==> config.mk <==
export PLATFORM = sky130hd
export DESIGN_NAME = hazard_unit
export DESIGN_NICKNAME = d
export VERILOG_FILES = /design/src/rtl/hazard_unit.sv
export SDC_FILE = /design/constraint.sdc
export NUM_CORES = 1
export LEC_CHECK = 0
export ABC_CLOCK_PERIOD_IN_PS = 3400
export CORE_MARGIN = 1
export CORE_UTILIZATION = 30
export CTS_CLUSTER_DIAMETER = 30
export DETAILED_ROUTE_END_ITERATION = 8
export PLACE_DENSITY_LB_ADDON = 0.08
export SYNTH_ARGS = -nofsm -noshare
export SYNTH_HDL_FRONTEND = slang
export SYNTH_SLANG_ARGS = --single-unit
==> constraint.sdc <==
create_clock -name clk -period 3.4 [get_ports clk]
set_clock_uncertainty 0.1 [all_clocks]
set_input_delay 0.51 -clock clk [delete_from_list [all_inputs] [get_ports clk]]
set_output_delay 0.51 -clock clk [all_outputs]
set_load 0.02 [all_outputs]
==> src/rtl/hazard_unit.sv <==
// Pipeline interlock for the 5-stage core: load-use / load-branch stalls,
// taken-branch IF/ID flush, data-memory freeze and saturating event counters.
module hazard_unit #(
  parameter int CNT_W = 32
) (
  input  logic             clk,
  input  logic             rst,
  input  logic [4:0]       rs1_IFID,
  input  logic [4:0]       rs2_IFID,
  input  logic             rs1_used_IFID,
  input  logic             rs2_used_IFID,
  input  logic             IDControlBranch,
  input  logic             BranchTaken_ID,
  input  logic [4:0]       Rd_IDEX,
  input  logic             MemRead_IDEX,
  input  logic [4:0]       Rd_EXMEM,
  input  logic             MemRead_EXMEM,
  input  logic             dmem_busy,
  input  logic             clr_cnt,
  output logic             PCWrite,
  output logic             IFIDWrite,
  output logic             IDEX_bubble,
  output logic             IFID_flush,
  output logic             freeze,
  output logic [CNT_W-1:0] stall_cycles,
  output logic [CNT_W-1:0] flush_count
);

  typedef enum logic {RUN, HOLD} state_t;

  state_t     state, state_next;
  logic [1:0] rem, rem_next;

  logic match_ex, match_mem;
  logic lb2, lb1, lu;
  logic stall, flush;

  // x0 never creates a dependency, and an unread source register never matches
  assign match_ex  = (Rd_IDEX != 5'd0) &&
                     ((rs1_used_IFID && (rs1_IFID == Rd_IDEX)) ||
                      (rs2_used_IFID && (rs2_IFID == Rd_IDEX)));
  assign match_mem = (Rd_EXMEM != 5'd0) &&
                     ((rs1_used_IFID && (rs1_IFID == Rd_EXMEM)) ||
                      (rs2_used_IFID && (rs2_IFID == Rd_EXMEM)));

  assign lb2 = IDControlBranch && MemRead_IDEX && match_ex;
  assign lb1 = IDControlBranch && MemRead_EXMEM && match_mem;
  assign lu  = !IDControlBranch && MemRead_IDEX && match_ex;

  always_ff @(posedge clk) begin
    if (rst) begin
      state <= RUN;
      rem   <= 2'd0;
    end else begin
      state <= state_next;
      rem   <= rem_next;
    end
  end

  // A frozen cycle leaves state and rem untouched so the stall resumes intact
  always_comb begin
    state_next = state;
    rem_next   = rem;
    stall      = 1'b0;
    if (!rst && !dmem_busy) begin
      case (state)
        RUN: begin
          if (lb2) begin
            stall      = 1'b1;
            state_next = HOLD;
            rem_next   = 2'd1;
          end else if (lb1 || lu) begin
            stall = 1'b1;
          end
        end
        HOLD: begin
          stall = 1'b1;
          if (rem <= 2'd1) begin
            state_next = RUN;
            rem_next   = 2'd0;
          end else begin
            rem_next = rem - 2'd1;
          end
        end
        default: begin
          state_next = RUN;
          rem_next   = 2'd0;
        end
      endcase
    end
  end

  assign flush       = !rst && !dmem_busy && !stall && IDControlBranch && BranchTaken_ID;
  assign freeze      = !rst && dmem_busy;
  assign PCWrite     = !(stall || freeze);
  assign IFIDWrite   = !(stall || freeze);
  assign IDEX_bubble = stall;
  assign IFID_flush  = flush;

  // Clear wins over a same-cycle increment; counters stick at all-ones
  always_ff @(posedge clk) begin
    if (rst || clr_cnt) begin
      stall_cycles <= '0;
      flush_count  <= '0;
    end else begin
      if (stall && (stall_cycles != {CNT_W{1'b1}}))
        stall_cycles <= stall_cycles + CNT_W'(1);
      if (flush && (flush_count != {CNT_W{1'b1}}))
        flush_count <= flush_count + CNT_W'(1);
    end
  end

endmodule

## Yosys cells after proc, flatten, opt, wreduce, memory -nomap -nowiden

Index checks and enable logic that the tools add are counted.
Widths: inputs -> output; s select.

| word-level totals | value |
|---|---|
| register bits | 67 |

| operators by class | value |
|---|---|
| reductions and logical operators | 32 |
| mux-type cells | 10 |
| bitwise gates (word level) | 1 |
| magnitude comparators | 1 |
| $add $sub $neg | 3 |
| equal/unequal tests | 7 |

Operators by type and width:

| kind | number |
|---|---|
| $add 32x1->32 const B | 2 |
| $ne 32x32->1 const B | 2 |
| $eq 5x5->1 | 4 |
| $logic_and 1x1->1 | 19 |
| $reduce_bool 5->1 | 2 |
| $logic_not 1->1 | 5 |
| $logic_or 1x1->1 | 5 |
| $mux 1 | 5 |
| $mux 2 | 2 |
| $pmux 1 s2 | 2 |
| $pmux 2 s2 | 1 |
| $le 2x1->1 const B | 1 |
| $ne 2x2->1 const B | 1 |
| $reduce_and 2->1 | 1 |
| $sub 2x1->2 const B | 1 |
| $not 1->1 | 1 |

## Depth between registers and ports, before layout

| logic depth | value |
|---|---|
| depth in word-level cells | 15 |
| gate-level depth with buffers | 9 |
| depth with buffers taken out | 8 |

## Worst setup path before layout

No wires, ideal clock.

| timing | value |
|---|---|
| kind | in2out |
| start | input port Rd_IDEX[0] |
| end | output port PCWrite |
| path buffers | 1 |
| arrival | 2445 ps |
| path slack | 345 ps |
| cell stages on the path | 7 |
| path through | or4_1 > o21a_1 > a22o_1 > o21ai_0 > inv_1 > nor2_1 > buf_4 |

| between the ends | value |
|---|---|
| longest elaborated chain between the ends | 12 |

RTL lines:

| what | RTL line | text |
|---|---|---|
| from (decl) | 14 | `input logic [4:0] Rd_IDEX,` |
| $eq 5x5->1, on equally long branches | 40, 41 |  |
| $logic_and 1x1->1, on equally long branches | 40, 41 |  |
| $logic_or 1x1->1 | 40 | `((rs1_used_IFID && (rs1_IFID == Rd_IDEX)) \|\|` |
| $logic_and 1x1->1 (*) | 39 | `assign match_ex = (Rd_IDEX != 5'd0) &&` |
| $logic_and 1x1->1 | 48 | `assign lu = !IDControlBranch && MemRead_IDEX && match_ex;` |
| $logic_or 1x1->1 | 72 | `end else if (lb1 \|\| lu) begin` |
| $mux 1 | 72 |  |
| $mux 1 (*) | 68 | `if (lb2) begin` |
| $pmux 1 s2 (*) | 66 | `case (state)` |
| $mux 1 (*) | 65 | `if (!rst && !dmem_busy) begin` |
| net IDEX_bubble | 22 | `output logic IDEX_bubble,` |
| $logic_or 1x1->1 (*) | n/a |  |
| $logic_not 1->1 (*) | n/a |  |
| to (decl) | 20 | `output logic PCWrite,` |

The timed path passes the listed nets; every way through them passes the cells marked *.

## Worst setup path in the final report

| timing | value |
|---|---|
| start | input port Rd_IDEX[0] |
| end | output port PCWrite |

| between the ends | value |
|---|---|
| longest elaborated chain between the ends | 12 |

RTL lines:

| what | RTL line | text |
|---|---|---|
| $eq 5x5->1, on equally long branches | 40, 41 |  |
| $logic_and 1x1->1, on equally long branches | 40, 41 |  |
| $logic_or 1x1->1 | 40 |  |
| $logic_and 1x1->1 (*) | 39 |  |
| $logic_and 1x1->1 | 48 |  |
| $logic_or 1x1->1 | 72 |  |
| $mux 1 | 72 |  |
| $mux 1 (*) | 68 |  |
| $pmux 1 s2 (*) | 66 |  |
| $mux 1 (*) | 65 |  |
| $logic_or 1x1->1 (*) | 95 | `assign PCWrite = !(stall \|\| freeze);` |
| $logic_not 1->1 (*) | 95 |  |

Every way passes the cells marked *; elsewhere a longest branch is shown, timed or not.

==> summary.txt <==
Fraction of final layout cells sized beyond drive strength 1: 0.0979
Power density over the cells: 363 mW/mm²
Net count after synthesis: 493
Clock power frac: 0.512
Family with the most delay on the worst path: buffers and inverters
Antenna Cells: 0
Net load switching power: 417 µW
Final routed wire length divided by cell count: 14.4 µm
Share of power burned in combinational logic: 0.075
Level count of the clock H-tree: 3
Hold Crit Endpoint: rem[1]$_SDFFE_PP0P_
Final count of negative-setup-slack endpoints: 0
Tcrit/Tclk final: 0.958
Flip-flop and latch area: 0.00134 mm²
Fraction of registers with async set or reset after synthesis: 0
Global-route usage over all layers: 0.173
Top-area cell type share of the netlist area: 0.368
Slew margin rel.: 0.486
Share of total power consumed by net switching: 0.219
Placement-stage worst setup slack: -0.224 ns
Commonest cells after routing, fill and taps aside: 94 x sky130_fd_sc_hd__clkdlybuf4s50_1, 67 x sky130_fd_sc_hd__dfxtp_1, 48 x sky130_fd_sc_hd__nand2_1, 45 x sky130_fd_sc_hd__nor2_1, 37 x sky130_fd_sc_hd__xnor2_1
CP Data Required Time: 2.79 ns
Clock-pin slew of the registers on the worst-case setup and hold paths: 0.05 ns
Total Wirelength: 10.5 mm
Share of power burned in registers: 0.413
Depth of the most critical reg-to-reg path: 6
Via count: 3667
DRC violations left: 5
Distinct cell type count after synthesis: 41
Final Hold Vio Count: 0
Min-delay src: rem[0]$_SDFFE_PP0P_
First-pass detailed-route iteration total: 6
Number of routed nets with antenna violations: 0
Die width: 112 µm
Run status: finished with violations
Fin Hold WS: 0.365 ns
Internal power summed over all cells: 1490 µW
Post-cts hold buffer count: 0
Maximum single-stage delay on the critical path: 0.52 ns
Number of enable-type register cells in the synthesized netlist: 0
Worst supply voltage drop on vdd: 0.000168 V
Slew at the pin closest to its max-slew limit: 0.770 ns
Number of antenna violations at the first check in global routing: 0
Total of max-cap violations: 0
WP data arrival: 2.65 ns
Fillers: 1186
Slack of the critical path: 0.142 ns
Area of combinational cells with multiple inputs: 0.00217 mm²
Post-Place Cell Area: 0.00495 mm²
Critical path start-end classification: input port to primary output
Slack of the worst reg-to-reg path: 0.97 ns
Proportion of synthesized chip area in sequential cells: 0.368
Category of the worst setup path launch point: input port
RePlAce Congestion: 0.778
Netlist area before placement: 0.00365 mm²
Via count of the first global-routing pass: 3440
Congestion Overflow GR: 0
Endpoint class of the critical path: primary output
Largest area contributor in the netlist: sky130_fd_sc_hd__dfxtp_1
Setup repair after global routing missed its margin: false
Post-synthesis instance total: 461
Number of clock sinks: 67
Synthesized flop and latch total: 67
Mean instance size in the synthesized netlist: 7.92 µm²
CORE AREA: 0.0116 mm²
Most common cell after layout, fill and taps aside: sky130_fd_sc_hd__clkdlybuf4s50_1
Main area contributors after synthesis: sky130_fd_sc_hd__dfxtp_1 37%, sky130_fd_sc_hd__xnor2_1 8.9%, sky130_fd_sc_hd__nand2_1 4.9%, sky130_fd_sc_hd__nor2_1 4.7%, sky130_fd_sc_hd__or3_1 4.1%
Detail Placement HPWL: 7.61 mm
Number of design-rule violations left by the first detailed-router iteration: 186
Cell type of the slowest stage on the worst timing path: sky130_fd_sc_hd__or4_1
CTS root buffer: sky130_fd_sc_hd__clkbuf_16
Layout overhead on the synthesized area: 43.8%
Fin. max-slew vios: 0
Design area: 0.00525 mm²
Top-level port count: 99
Hold Crit Class: register to register
Largest net degree at the start of global routing: 37
Maximum fanout along the worst path: 2
Final standard cell utilization of the core: 0.452
R2R Path End: flush_count[25]$_SDFFE_PP0P_
Total of warnings raised by yosys: 0
Post-synth top flop: sky130_fd_sc_hd__dfxtp_1
Die outline area: 0.0126 mm²
Die extent in y: 112 µm
CTS Buffer Depth: 2
CTS tree: done
Static leakage power: 0.00179 µW
Clock buffers created by TritonCTS: 9
Beginning of the worst register-to-register path: flush_count[11]$_SDFFE_PP0P_
Effective utilization at floorplan: 0.314
Skew-Pair Late Insertion Delay: 0.34 ns
Maximum operating frequency: 307 MHz
Worst hold path depth: 2
Final critical delay including setup and external delays: 3.26 ns
Violated checks: design-rule violations
Cell chain of the critical path: clkdlybuf4s50_1 > or4_1 > o21a_1 > a22o_1 > o21ai_1 > inv_1 > nor2_1 > dlygate4sd2_1
Layout Nets: 609
Number of rows created at floorplan: 39
Buffers plus inverters on the worst setup path: 3
Buffers added on ports: 98
Via count normalized by instance count: 5.06
Global-route wire length before repair: 17.2 mm
[power groups by stage]
stage               Clock (µW)  Combinational [µW]  Sequential, µW
global placement             0                 145             803
detailed placement           0                 146             803
floorplan                    0                65.4             803
global route              1030                 156             786
finish                     975                 144             786
CTS                        998                 145             786
[registers in the layout, summed over array words and instances (netlist names)]
signal        cells
state             1
flush_count      32
rem               2
stall_cycles     32
[worst reg2reg max path: cells and delay by family (launching register included)]
family          cells  cell delay, ns
compound gates      1            0.14
simple gates        5            1.70
flops               1            0.43
[kinds of logic (layout without fill, tap and decap cells)]
kind of cell,count (synthesis),in the layout,share of synthesized area
AO/OA/AOI/OAI,75,75,0.134
XOR/XNOR,39,39,0.0936
adder cells (fa/ha/maj),2,2,0.00686
buffers and inverters,35,156,0.0391
flip-flops,67,67,0.368
multiplexers,12,12,0.0329
AND/OR/NAND/NOR,231,231,0.326
[synth_stat cells, types with 2 or more instances]
cell                       number
sky130_fd_sc_hd__xor2_1         2
sky130_fd_sc_hd__ha_1           2
sky130_fd_sc_hd__inv_1         15
sky130_fd_sc_hd__a31oi_1        2
sky130_fd_sc_hd__and2_1         2
sky130_fd_sc_hd__nand3_1       26
sky130_fd_sc_hd__nand2b_1       5
sky130_fd_sc_hd__mux2i_1       12
sky130_fd_sc_hd__nor3b_1        3
sky130_fd_sc_hd__o31ai_1        6
sky130_fd_sc_hd__o21ai_0       11
sky130_fd_sc_hd__nor4_1         9
sky130_fd_sc_hd__a21o_1         6
sky130_fd_sc_hd__clkbuf_1      16
sky130_fd_sc_hd__a31o_2         8
sky130_fd_sc_hd__a21oi_1       27
sky130_fd_sc_hd__nand2_1       48
sky130_fd_sc_hd__nand4_1       21
sky130_fd_sc_hd__buf_1          2
sky130_fd_sc_hd__dfxtp_1       67
sky130_fd_sc_hd__nor2b_1        2
sky130_fd_sc_hd__nor3_1        17
sky130_fd_sc_hd__or3_1         24
sky130_fd_sc_hd__nor2_1        46
sky130_fd_sc_hd__or2_2          5
sky130_fd_sc_hd__and3_1         9
sky130_fd_sc_hd__or4_1          6
sky130_fd_sc_hd__xnor2_1       37
sky130_fd_sc_hd__o22ai_1        2
sky130_fd_sc_hd__and4_1         5
sky130_fd_sc_hd__o211ai_1       6
sky130_fd_sc_hd__nand4b_1       2
sky130_fd_sc_hd__a22o_1         2
[layout make-up]
class	instances	area share
Tap cell	143	0.0341
Multi-Input combinational cell	359	0.414
Clock inverter	1	0.00572
Inverter	15	0.0107
Sequential cell	67	0.256
Timing Repair Buffer	125	0.227
Clock buffer	15	0.0529
[what timing repair did]
item,CTS,global route
setup endpoints to repair,4,0
setup buffers,0,0
gates resized for setup,5,0
[per-layer routing]
metal / track usage / wire (µm) / up-vias
met2: 0.260 / 4480 / 84
met3: 0.0394 / 469 / 13
met1: 0.233 / 5300 / 1666
met4: 0.0871 / 206 / 0
li1: - / - / 1904
met5: 0 / 0 / -
[worst max-delay path by stage]
stage                     startpoint        end  slack, ns  cells after the start
after CTS                 Rd_IDEX[0]    PCWrite       0.15                      8
after detailed placement  Rd_IDEX[0]    PCWrite      -0.22                      8
after floorplan           Rd_IDEX[0]    PCWrite       0.35                      7
after global placement    Rd_IDEX[0]  IFIDWrite      -0.13                      8
after global routing      Rd_IDEX[0]  IFIDWrite       0.04                      8
final                     Rd_IDEX[0]    PCWrite       0.14                      8
[metrics by stage]
stage | total power (µW) | std cells | setup TNS, ns
after floorplan | 869 | 461 | 0
after global placement | 949 | 709 | -0.365
after detailed placement | 950 | 709 | -0.751
after CTS | 1930 | 725 | 0
after global routing | 1970 | 725 | 0
final | 1900 | 725 | 0
No activity file was read; power rests on OpenSTA's default activity.
